**src/rtl/instr_fetch.sv**
```systemverilog
// Instruction fetch: sequential word fetch from ROM-Flash into a
// prefetch FIFO, with redirect/flush and a sticky region fault.
module instr_fetch #(
  parameter logic [31:0] RESET_PC = 32'h0800_0000,
  parameter int          DEPTH    = 4
) (
  input  logic        clock,
  input  logic        reset_n,
  output logic [31:0] bus_address,
  output logic        bus_write_enable,
  output logic [31:0] bus_data_out,
  input  logic [31:0] bus_data_in,
  input  logic        redirect,
  input  logic [31:0] redirect_pc,
  output logic        instr_valid,
  output logic [31:0] instr_data,
  output logic [31:0] instr_pc,
  input  logic        instr_ready,
  output logic        fetch_fault
);

  localparam int AW = $clog2(DEPTH);
  localparam int CW = AW + 1;

  typedef enum logic {
    FETCH,
    FAULT
  } state_t;

  state_t state;
  state_t state_next;

  logic [31:0]   fetch_pc;
  logic [31:0]   inflight_pc;
  logic          inflight;
  logic [31:0]   data_q [DEPTH];
  logic [31:0]   pc_q   [DEPTH];
  logic [AW-1:0] wr_ptr;
  logic [AW-1:0] rd_ptr;
  logic [CW-1:0] count;

  logic in_region;
  logic has_room;
  logic issue;
  logic push;
  logic pop;

  assign in_region = (fetch_pc[31:20] == 12'h080);
  // Reserve a slot for the in-flight word so a capture never overflows.
  assign has_room  = (count + CW'(inflight)) < CW'(DEPTH);
  assign issue     = (state == FETCH) && !redirect
                   && in_region && has_room;
  assign push      = inflight && !redirect;
  assign pop       = instr_valid && instr_ready;

  assign bus_address      = fetch_pc;
  assign bus_write_enable = 1'b0;
  assign bus_data_out     = '0;

  assign instr_valid = (count != '0);
  assign instr_data  = data_q[rd_ptr];
  assign instr_pc    = pc_q[rd_ptr];
  assign fetch_fault = (state == FAULT);

  // State register.
  always_ff @(posedge clock or negedge reset_n) begin
    if (!reset_n) begin
      state <= FETCH;
    end else begin
      state <= state_next;
    end
  end

  // Redirect always returns to FETCH; leaving the region faults.
  always_comb begin
    state_next = state;
    if (redirect) begin
      state_next = FETCH;
    end else if (state == FETCH && !in_region) begin
      state_next = FAULT;
    end
  end

  // Fetch address and the single outstanding bus read.
  always_ff @(posedge clock or negedge reset_n) begin
    if (!reset_n) begin
      fetch_pc    <= RESET_PC;
      inflight    <= 1'b0;
      inflight_pc <= '0;
    end else if (redirect) begin
      fetch_pc <= redirect_pc;
      inflight <= 1'b0;
    end else begin
      inflight <= issue;
      if (issue) begin
        inflight_pc <= fetch_pc;
        fetch_pc    <= fetch_pc + 32'd1;
      end
    end
  end

  // FIFO pointers and occupancy; a redirect flushes everything.
  always_ff @(posedge clock or negedge reset_n) begin
    if (!reset_n) begin
      wr_ptr <= '0;
      rd_ptr <= '0;
      count  <= '0;
    end else if (redirect) begin
      wr_ptr <= '0;
      rd_ptr <= '0;
      count  <= '0;
    end else begin
      if (push) begin
        wr_ptr <= wr_ptr + AW'(1);
      end
      if (pop) begin
        rd_ptr <= rd_ptr + AW'(1);
      end
      count <= count + CW'(push) - CW'(pop);
    end
  end

  // FIFO storage; contents are qualified by count, so no reset.
  always_ff @(posedge clock) begin
    if (push) begin
      data_q[wr_ptr] <= bus_data_in;
      pc_q[wr_ptr]   <= inflight_pc;
    end
  end

endmodule

```
**config.mk**
```make
export PLATFORM = sky130hd
export DESIGN_NAME = instr_fetch
export DESIGN_NICKNAME = d
export VERILOG_FILES = /design/src/rtl/instr_fetch.sv
export SDC_FILE = /design/constraint.sdc
export NUM_CORES = 1
export LEC_CHECK = 0
export CAP_MARGIN = 20
export CORE_MARGIN = 5
export CORE_UTILIZATION = 40
export DETAILED_ROUTE_END_ITERATION = 8
export PLACE_DENSITY_LB_ADDON = 0.12
export SLEW_MARGIN = 20
export SYNTH_ARGS = -nofsm -noshare
export SYNTH_HDL_FRONTEND = slang
export SYNTH_SLANG_ARGS = --single-unit
```
**constraint.sdc**
```tcl
create_clock -name clock -period 3.6 [get_ports clock]
set_input_delay 0.36 -clock clock [delete_from_list [all_inputs] [get_ports clock]]
set_output_delay 0.36 -clock clock [all_outputs]
set_load 0.02 [all_outputs]
```
After elaboration in Yosys (flattened, before gate mapping)
Memories as Yosys holds them, arrays and structs flattened.
Index checks and enable logic that the tools add are counted.

storage, ports and cells
  flip-flop bits (word level) = 73
  RAM bits = 256
  memories kept = 2

cells by class
  $add $sub $neg = 6
  order comparisons = 1
  equality and inequality tests = 1
  multiplexer cells = 12
  bitwise logic cells = 2
  reductions and logical operators = 14

memory list
  name    depth  width  read ports  clocked after memory_dff  write ports  RTL line  source
  data_q  4      32     1           0                         1            36        logic [31:0] data_q [DEPTH];
  pc_q    4      32     1           0                         1            37        logic [31:0] pc_q [DEPTH];

operator list
  operator                 number
  $mux W32                 2
  $add A32 B1 Y32 const B  1
  $eq A12 B8 Y1 const B    1
  $mux W2                  4
  $reduce_bool A2 Y1       4
  $add A3 B1 Y3            2
  $logic_and A1 B1 Y1      6
  $mux W1                  5
  $add A2 B1 Y2 const B    2
  $lt A3 B3 Y1 const B     1
  $mux W3                  1
  $reduce_bool A3 Y1       1
  $sub A3 B1 Y3            1
  $logic_not A1 Y1         2
  $not A1 Y1               2
  $reduce_and A2 Y1        1

Depth between registers and ports, before layout
Gate-level depths: netlist (run 1).

  depth after elaboration = 6
  mapped depth = 10
  depth with buffers taken out = 9

Worst setup path after synthesis (run 1)
No wires, ideal clock.

  kind = in2reg
  start point = in redirect
  end point = mem data_q[0][0], enable pin
  library setup time = 429 ps
  arrival = 2265 ps
  path slack = 906 ps
  stages on the path = 3
  buffers on the path = 1
  cells stage by stage = buf_2 > nor2b_1 > and2_1

on the way
  cells in the longest elaborated chain, start to end = 4

ends and longest elaborated chain
  element                        RTL line  source
  start: declaration             13        input logic redirect,
  $logic_not A1 Y1               53        assign push = inflight && !redirect;
  $logic_and A1 B1 Y1            53
  $mux W1                        125       if (push) begin
  $mux W1 (not written as such)  126       data_q[wr_ptr] <= bus_data_in;
  end: declaration               36

No other way between the ends.

Worst setup path after layout (run 1)
  start point = reg rd_ptr[0]
  end point = out instr_pc[3]

on the way
  cells in the longest elaborated chain, start to end = 1

ends and longest elaborated chain
  element                   RTL line  source
  start: declaration        39        logic [AW-1:0] rd_ptr;
  start signal: assignment  117       rd_ptr <= rd_ptr + AW'(1);
  $mem_v2 Z4 W32            n/a
  end: declaration          17        output logic [31:0] instr_pc,

No other way between the ends.

==> results.py, run 1 <==
metrics = {
    "floorplanning": {
        "die_w_um": 189,
        "io_pins": 199,
        "initial_core_util": 0.405,
        "rows": 65,
        "dieArea_um2": 35600,
        "die_height_um": 189,
        "core_um2": 31600,
    },
    "critical_path": {
        "worstSetupStartpointType": "flop",
        "setup.worst_path.start": "rd_ptr[0]",
        "cp_max_fo": 24,
        "cp.required_ns": 3.24,
        "r2r_cells": 6,
        "r2r_start": "bus_address[27]",
        "reg2reg_slack_ns": 1.12,
        "reg2reg_to": "bus_address[13]",
        "cp.arrival_ns": 2.76,
        "crit_type": "reg2out",
        "endpoint_kind": "primary output",
    },
    "logic_synthesis": {
        "seq_area_frac_synth": 0.744,
        "avgSynthCellArea_um2": 18.4,
        "synth_flop_cell": "edfxtp_1",
        "synth_top_area_share": 0.601,
        "syn-cell-area_um2": 12800,
        "yosysWarnings": 0,
        "ys_seq_elements": 329,
        "netlist_instances": 693,
        "async_flop_share": 0.222,
        "synth_edf_count": 256,
        "synth_common_cells": "edfxtp_1 (256), nand2_1 (79), dfrtp_1 (72)",
        "synth_cell_types": 47,
        "ys_top_cells_by_area": "edfxtp_1 (60%), dfrtp_1 (14%), mux4_2 (11%)",
        "yosysTopAreaCell": "edfxtp_1",
        "synth_most_common_cell": "edfxtp_1",
    },
    "clock_tree": {
        "cts_tree": "built",
        "cts-root-buf": "clkbuf_16",
        "cts_sinks": 329,
        "clock_path_buffers": 3,
        "cts_inserted_buffers": 36,
        "cts_setup_buffers": 0,
        "clk_pin_slew_ns": 0.06,
        "cts_resized": 0,
        "worstSkewPairLatency_ns": 0.51,
        "htreeDepth": 2,
    },
    "run_status": {
        "status": "finished, final reports clean",
    },
    "hold_path": {
        "hold_end": "fetch_fault",
        "hold_path_class": "in2reg",
        "worstHoldPathCells": 2,
        "hp-start": "redirect",
    },
    "sta": {
        "layout_worst_path_cycle_share": 0.867,
        "setup_tns_ns": 0,
        "final_max_slew_viol_count": 0,
        "worstMarginPinSlew_ns": 0.860,
        "max_freq_mhz": 320,
        "min_period_ns": 3.12,
        "relSlewSlack": 0.423,
        "fin_skew_ns": 0.0193,
        "hold_slack_ns": 0.322,
        "rsz0062_at_grt": "no",
        "setup_viol": 0,
        "hold_viol": 0,
    },
    "drt": {
        "drcViolationCount": 0,
        "vias_per_cell": 5.11,
        "routed_wl_um": 26900,
        "num_vias": 6709,
        "drtPass1Iterations": 4,
        "routedWlPerCell_um": 20.5,
        "drt_iter0_drc": 402,
        "antenna_left": 0,
    },
    "pwr": {
        "power.density_nw_per_um2": 595,
        "fin_total_pwr_mw": 9.52,
        "ir_drop_v": 0.000283,
        "leakagePower_nw": 5.81,
    },
    "placed_design": {
        "finalWeightedCongestion": 0.791,
        "io_buffers": 165,
        "dp.final_hpwl_um": 16800,
        "postPlaceCellArea_um2": 14900,
        "dp_cells": 1246,
    },
    "final_layout": {
        "drive_gt1_frac": 0.173,
        "antennaDiodeCount": 0,
        "final_cells": 1313,
        "final_area_um2": 16000,
        "nets": 959,
        "area_delta_synth_final_pct": 25.1,
    },
    "global_routing": {
        "grt_overflow": 0,
        "grt_pass1_vias": 7409,
        "antenna_found_initial": 0,
        "grt_use_total": 0.151,
        "grt_pass1_wl_um": 42500,
        "grt_max_degree": 74,
    },
    "job": {
        "cap_violations": 0,
    },
}
-- placed cells by master, fill, tap and decap left out, drive strengths merged, types with 6 or more instances in the layout --
| master | Yosys | routed |
|---|---|---|
| edfxtp | 256 | 256 |
| clkdlybuf4s50 | 0 | 163 |
| nand2 | 79 | 79 |
| dfrtp | 72 | 72 |
| mux4 | 64 | 64 |
| clkbuf | 9 | 53 |
| conb | 1 | 33 |
| nand3 | 19 | 19 |
| buf | 51 | 16 |
| nor2 | 13 | 13 |
| nor2b | 13 | 13 |
| o21ai | 12 | 12 |
| mux2 | 11 | 11 |
| inv | 9 | 11 |
| clkinv | 1 | 11 |
| nand4 | 10 | 10 |
| xnor2 | 8 | 8 |
| nor3 | 8 | 8 |
| ha | 7 | 7 |
| mux2i | 6 | 6 |
| xor2 | 6 | 6 |
-- per-layer routing --
metal	GRT usage	wire [µm]
met5	0	0
met4	0.0328	460
met3	0.0465	1970
met2	0.251	13000
met1	0.198	11400
-- critical path: stages (launching register included) --
cell and delay, ns:
dfrtp_4 0.78, buf_4 0.38, mux4_2 0.55, clkdlybuf4s50_1 0.56
-- stage by stage --
stage,utilization,setup WS (ns)
2_1_floorplan,-,0.906
3_3_place_gp,0.471,0.903
3_5_place_dp,0.471,0.889
4_1_cts,0.506,0.342
5_1_grt,0.507,0.289
6_report,0.507,0.478
-- report_power, final --
| group | internal [mW] | switching [mW] |
|---|---|---|
| clock network | 2.05 | 1.40 |
| registers | 4.14 | 0.182 |
| logic | 0.938 | 0.810 |
-- area by class of cell --
class | count | area [µm²]
Fill cell | 2622 | 15600
Sequential cell | 329 | 9520
Multi-Input combinational cell | 326 | 2990
Timing Repair Buffer | 180 | 1830
Clock buffer | 53 | 1030
Tap cell | 402 | 503
Clock inverter | 13 | 95.1
Inverter | 10 | 37.5
-- sequential cells by signal, summed over array words and instances (netlist names) --
register and flops:
wr_ptr 2, rd_ptr 2, pc_q 128, inflight 1, bus_address 32, data_q 128, count 3, inflight_pc 32
fetch_fault 1
-- worst max-delay path by stage --
stage	end	slack, ns
global placement	instr_pc[3]	0.90
CTS	instr_pc[3]	0.34
detailed placement	instr_pc[3]	0.89
floorplan	data_q[0][0]	0.91
global route	instr_pc[3]	0.29
finish	instr_pc[3]	0.48
-- logic make-up (layout without fill, tap and decap cells) --
| logic type | count (synthesis) | count (layout) | share of synthesized area |
|---|---|---|---|
| AND/OR/NAND/NOR | 161 | 161 | 0.0619 |
| other | 1 | 33 | 0.000293 |
| multiplexers | 81 | 81 | 0.127 |
| adder cells (fa/ha/maj) | 8 | 8 | 0.00842 |
| flip-flops | 329 | 329 | 0.744 |
| buffers and inverters | 70 | 256 | 0.0324 |
| XOR/XNOR | 14 | 14 | 0.0102 |
| AO/OA/AOI/OAI | 29 | 29 | 0.0155 |
-- repair_timing --
item,in CTS,in global routing
endpoints found under the setup margin,0,0
hold endpoints to repair,0,72
hold buffers,0,1
Power figures use the tool's default switching activity.
==> run 2: changes to the inputs <==
Settings changed: PLACE_DENSITY_LB_ADDON 0.12 to 0.05.
==> results.py, run 2 (synthesized netlist as in run 1, its figures left out) <==
metrics = {
    "floorplanning": {
        "io_pins": 199,
        "rows": 65,
        "die_w_um": 189,
        "die_height_um": 189,
        "initial_core_util": 0.405,
        "dieArea_um2": 35600,
        "core_um2": 31600,
    },
    "final_layout": {
        "area_delta_synth_final_pct": 25.8,
        "layout_common_cells": "edfxtp_1 (256), clkdlybuf4s50_1 (163), nand2_1 (79)",
        "layout_commonest_cell": "edfxtp_1",
        "fillers": 2616,
        "drive_gt1_frac": 0.179,
        "antennaDiodeCount": 0,
        "reg.largest.list": "data_q (128), pc_q (128)",
        "nets": 960,
    },
    "global_routing": {
        "grt_pass1_wl_um": 41700,
        "grt_pass1_vias": 7250,
        "grt_use_total": 0.149,
        "grt_max_degree": 74,
        "antenna_found_initial": 0,
        "grt_overflow": 0,
    },
    "sta": {
        "setup_tns_ns": 0,
        "setup_viol": 0,
        "min_period_ns": 3.06,
        "fin_skew_ns": 0.0166,
        "layout_worst_path_cycle_share": 0.850,
        "max_freq_mhz": 327,
        "worstMarginPinSlew_ns": 0.811,
        "hold_viol": 0,
        "final_max_slew_viol_count": 0,
        "rsz0062_at_grt": "no",
        "relSlewSlack": 0.456,
    },
    "drt": {
        "drt_iter0_drc": 385,
        "vias_per_cell": 5.05,
        "antenna_left": 0,
        "routed_wl_um": 26500,
        "drcViolationCount": 0,
        "drtPass1Iterations": 4,
        "routedWlPerCell_um": 20.2,
        "num_vias": 6635,
    },
    "clock_tree": {
        "cts_sinks": 329,
        "cts_resized": 0,
        "clock_path_buffers": 3,
        "cts_tree": "built",
        "cts-root-buf": "clkbuf_16",
        "clk_pin_slew_ns": 0.06,
        "htreeDepth": 2,
        "worstSkewPairLatency_ns": 0.51,
        "cts_inserted_buffers": 37,
    },
    "critical_path": {
        "cp_top_family": "buffers and inverters",
        "critPathBufInv": 2,
        "cp.required_ns": 3.24,
        "cp_slowest_cell": "dfrtp_4",
        "cp_cell_sequence": "buf_4 > mux4_2 > clkdlybuf4s50_1",
        "cp_max_fo": 24,
        "crit_type": "reg2out",
        "endpoint_kind": "primary output",
        "slowest_delay_ns": 0.74,
        "cp.arrival_ns": 2.70,
        "worstSetupStartpointType": "flop",
    },
    "pwr": {
        "ir_drop_v": 0.000292,
        "power.density_nw_per_um2": 606,
        "fin_total_pwr_mw": 9.75,
        "leakagePower_nw": 5.86,
    },
    "job": {
        "cap_violations": 0,
    },
    "run_status": {
        "status": "finished, final reports clean",
    },
    "placed_design": {
        "io_buffers": 165,
        "finalWeightedCongestion": 0.789,
        "dp.final_hpwl_um": 16600,
    },
    "hold_path": {
        "hold_path_class": "in2reg",
    },
}
-- run 2: timing repair --
action	4_1_cts	5_1_grt
endpoints found under the hold margin	0	72
hold buffers	0	1
buffers inserted	0	0
-- run 2: report_power, final --
| part | internal, mW | switching, mW |
|---|---|---|
| logic | 0.946 | 0.822 |
| clock network | 2.24 | 1.43 |
| registers | 4.14 | 0.174 |
-- run 2: through the flow --
step,util,hold WS (ns),cells,setup slack [ns],cell area [µm²]
after detailed placement,0.471,0.494,1246,0.949,14900
final,0.510,0.350,1315,0.539,16100
after global routing,0.510,0.389,1315,0.345,16100
after CTS,0.509,0.0450,1314,0.403,16100
after global placement,0.471,0.478,1246,0.972,14900
after floorplan,-,0.0644,725,0.906,12900
-- run 2: final timing paths --
check | from | cells after the start | to | slack [ns]
min in group asynchronous | reset_n | 2 | inflight_pc[22] | 0.44
max reg2reg | bus_address[27] | 6 | bus_address[18] | 1.04
max | rd_ptr[0] | 3 | instr_pc[25] | 0.54
min | redirect | 2 | fetch_fault | 0.35
max in group asynchronous | reset_n | 2 | rd_ptr[0] | 2.56
min reg2reg | inflight_pc[22] | 0 | pc_q[2][22] | 0.51
-- run 2: cell type report --
type | count | area [µm²] | area share
repair buffers | 180 | 1830 | 0.113
well taps | 402 | 503 | 0.0313
inverters | 10 | 37.5 | 0.00233
clock inverters | 20 | 180 | 0.0112
multi-input cells | 326 | 2990 | 0.186
clock buffers | 48 | 1030 | 0.0640
flip-flops and latches | 329 | 9520 | 0.592
-- run 2: layer usage --
| layer | up-vias | track usage | routed length (µm) |
|---|---|---|---|
| met5 | - | 0 | 0 |
| met4 | 0 | 0.0362 | 445 |
| met3 | 38 | 0.0474 | 1950 |
| met2 | 225 | 0.236 | 12600 |
| met1 | 3371 | 0.203 | 11600 |
| li1 | 3001 | - | - |
==> run 3: changes to the inputs <==
Settings changed: CORE_MARGIN 5 to 10, GPL_ROUTABILITY_DRIVEN set to 1, SLEW_MARGIN 20 to unset.
==> results.py, run 3 (synthesized netlist as in run 1, its figures left out) <==
metrics = {
    "run_status": {
        "status": "finished, final reports clean",
    },
    "pwr": {
        "ir_drop_v": 0.000313,
        "power.density_nw_per_um2": 606,
        "p_int_mw": 7.33,
        "power.share.sequential": 0.440,
        "pwr-share-clk": 0.374,
        "p_sw_mw": 2.40,
        "leakagePower_nw": 5.84,
        "p_comb_frac": 0.186,
        "swShare": 0.246,
    },
    "sta": {
        "setup_viol": 0,
        "fin_skew_ns": 0.00664,
        "setup_tns_ns": 0,
        "rsz0062_at_grt": "no",
        "relSlewSlack": 0.363,
        "final_max_slew_viol_count": 0,
        "worstMarginPinSlew_ns": 0.949,
        "hold_viol": 0,
        "max_freq_mhz": 329,
        "min_period_ns": 3.04,
        "layout_worst_path_cycle_share": 0.845,
    },
    "critical_path": {
        "crit_type": "reg2out",
        "cp.arrival_ns": 2.68,
        "cp_max_fo": 40,
        "endpoint_kind": "primary output",
        "cp.required_ns": 3.24,
        "worstSetupStartpointType": "flop",
    },
    "drt": {
        "drcViolationCount": 0,
        "routedWlPerCell_um": 21.9,
        "num_vias": 6695,
        "drtPass1Iterations": 4,
        "vias_per_cell": 5.11,
        "antenna_left": 0,
        "drt_iter0_drc": 330,
        "routed_wl_um": 28700,
    },
    "final_layout": {
        "layout_commonest_cell": "edfxtp_1",
        "layout_common_cells": "edfxtp_1 (256), clkdlybuf4s50_1 (163), nand2_1 (79)",
        "final_area_um2": 16100,
        "nets": 959,
        "fillers": 2614,
        "final_cells": 1311,
        "area_delta_synth_final_pct": 25.7,
        "utilization": 0.509,
        "antennaDiodeCount": 0,
        "drive_gt1_frac": 0.174,
        "reg.largest.list": "data_q (128), pc_q (128)",
    },
    "hold_path": {
        "hold_path_class": "in2reg",
    },
    "global_routing": {
        "grt_pass1_vias": 7318,
        "grt_pass1_wl_um": 44200,
        "grt_max_degree": 61,
        "grt_overflow": 0,
        "antenna_found_initial": 1,
        "grt_use_total": 0.146,
    },
    "job": {
        "cap_violations": 0,
    },
    "clock_tree": {
        "worstSkewPairLatency_ns": 0.49,
        "clk_pin_slew_ns": 0.06,
        "cts_tree": "built",
        "cts_resized": 0,
        "cts_sinks": 329,
        "cts_inserted_buffers": 36,
        "cts_setup_buffers": 0,
        "cts-root-buf": "clkbuf_16",
        "htreeDepth": 2,
        "ctsHoldBuffers": 1,
        "clock_path_buffers": 3,
    },
    "placed_design": {
        "dp_cells": 1246,
        "io_buffers": 165,
        "dp.final_hpwl_um": 18500,
        "finalWeightedCongestion": 0.806,
        "postPlaceCellArea_um2": 14900,
    },
    "floorplanning": {
        "io_pins": 199,
        "initial_core_util": 0.405,
        "core_um2": 31600,
        "die_w_um": 199,
        "dieArea_um2": 39500,
        "rows": 65,
        "die_height_um": 199,
    },
}
[run 3: cell types whose count changed in the layout (fill, tap and decap cells not counted)]
cell / before / now
buf_12: 5 / 6
buf_6: 1 / 0
bufinv_16: 3 / 4
clkbuf_1: 7 / 11
clkbuf_16: 39 / 37
clkbuf_8: 2 / 4
clkinv_1: 5 / 2
clkinv_2: 10 / 5
clkinv_4: 1 / 0
clkinvlp_4: 1 / 2
inv_6: 1 / 0
[run 3: path summary, 6_finish.rpt]
kind | cells after the start | startpoint | end | slack, ns
setup / recovery | 3 | rd_ptr[0] | instr_pc[31] | 0.56
setup reg to reg | 9 | count[2] | count[2] | 1.18
hold / removal | 3 | redirect | bus_address[1] | 0.36
min in group asynchronous | 2 | reset_n | inflight_pc[21] | 0.49
hold reg to reg | 0 | inflight_pc[20] | pc_q[3][20] | 0.51
max in group asynchronous | 3 | reset_n | bus_address[7] | 2.38
[run 3: per-stage QoR]
| stage | power (mW) | hold WS [ns] | worst slack [ns] |
|---|---|---|---|
| 2_1_floorplan | 5.42 | 0.0644 | 0.906 |
| 3_3_place_gp | 6.20 | 0.481 | 1.02 |
| 3_5_place_dp | 6.22 | 0.497 | 1.01 |
| 4_1_cts | 9.89 | 0.351 | 0.473 |
| 5_1_grt | 10.1 | 0.399 | 0.400 |
| 6_report | 9.73 | 0.359 | 0.558 |
[run 3: critical path, stage by stage (launching register included)]
cell and delay (ns):
dfrtp_4 0.63, buf_12 0.37, mux4_2 0.61, clkdlybuf4s50_1 0.57
[run 3: power by group through the flow]
stage / Clock (mW) / Combinational (mW) / Sequential (mW)
global route: 3.90 / 1.94 / 4.30
detailed placement: 0 / 1.85 / 4.36
global placement: 0 / 1.84 / 4.36
finish: 3.64 / 1.81 / 4.28
CTS: 3.74 / 1.86 / 4.29
floorplan: 0 / 1.11 / 4.31
[run 3: routing by layer]
metal / vias to the layer above / GRT usage / share of wire
li1: 2999 / - / -
met1: 3467 / 0.185 / 0.44
met2: 192 / 0.242 / 0.48
met3: 35 / 0.0400 / 0.063
met4: 2 / 0.0359 / 0.014
met5: - / 0 / 0.00035
[run 3: layout make-up]
class,instances,area (µm²),area share
clock inverter,12,164,0.0102
tap,402,503,0.0313
timing repair buffer,180,1830,0.114
clock buffer,52,1020,0.0636
inverter,10,37.5,0.00234
multi-input combinational,326,2990,0.186
sequential,329,9520,0.593
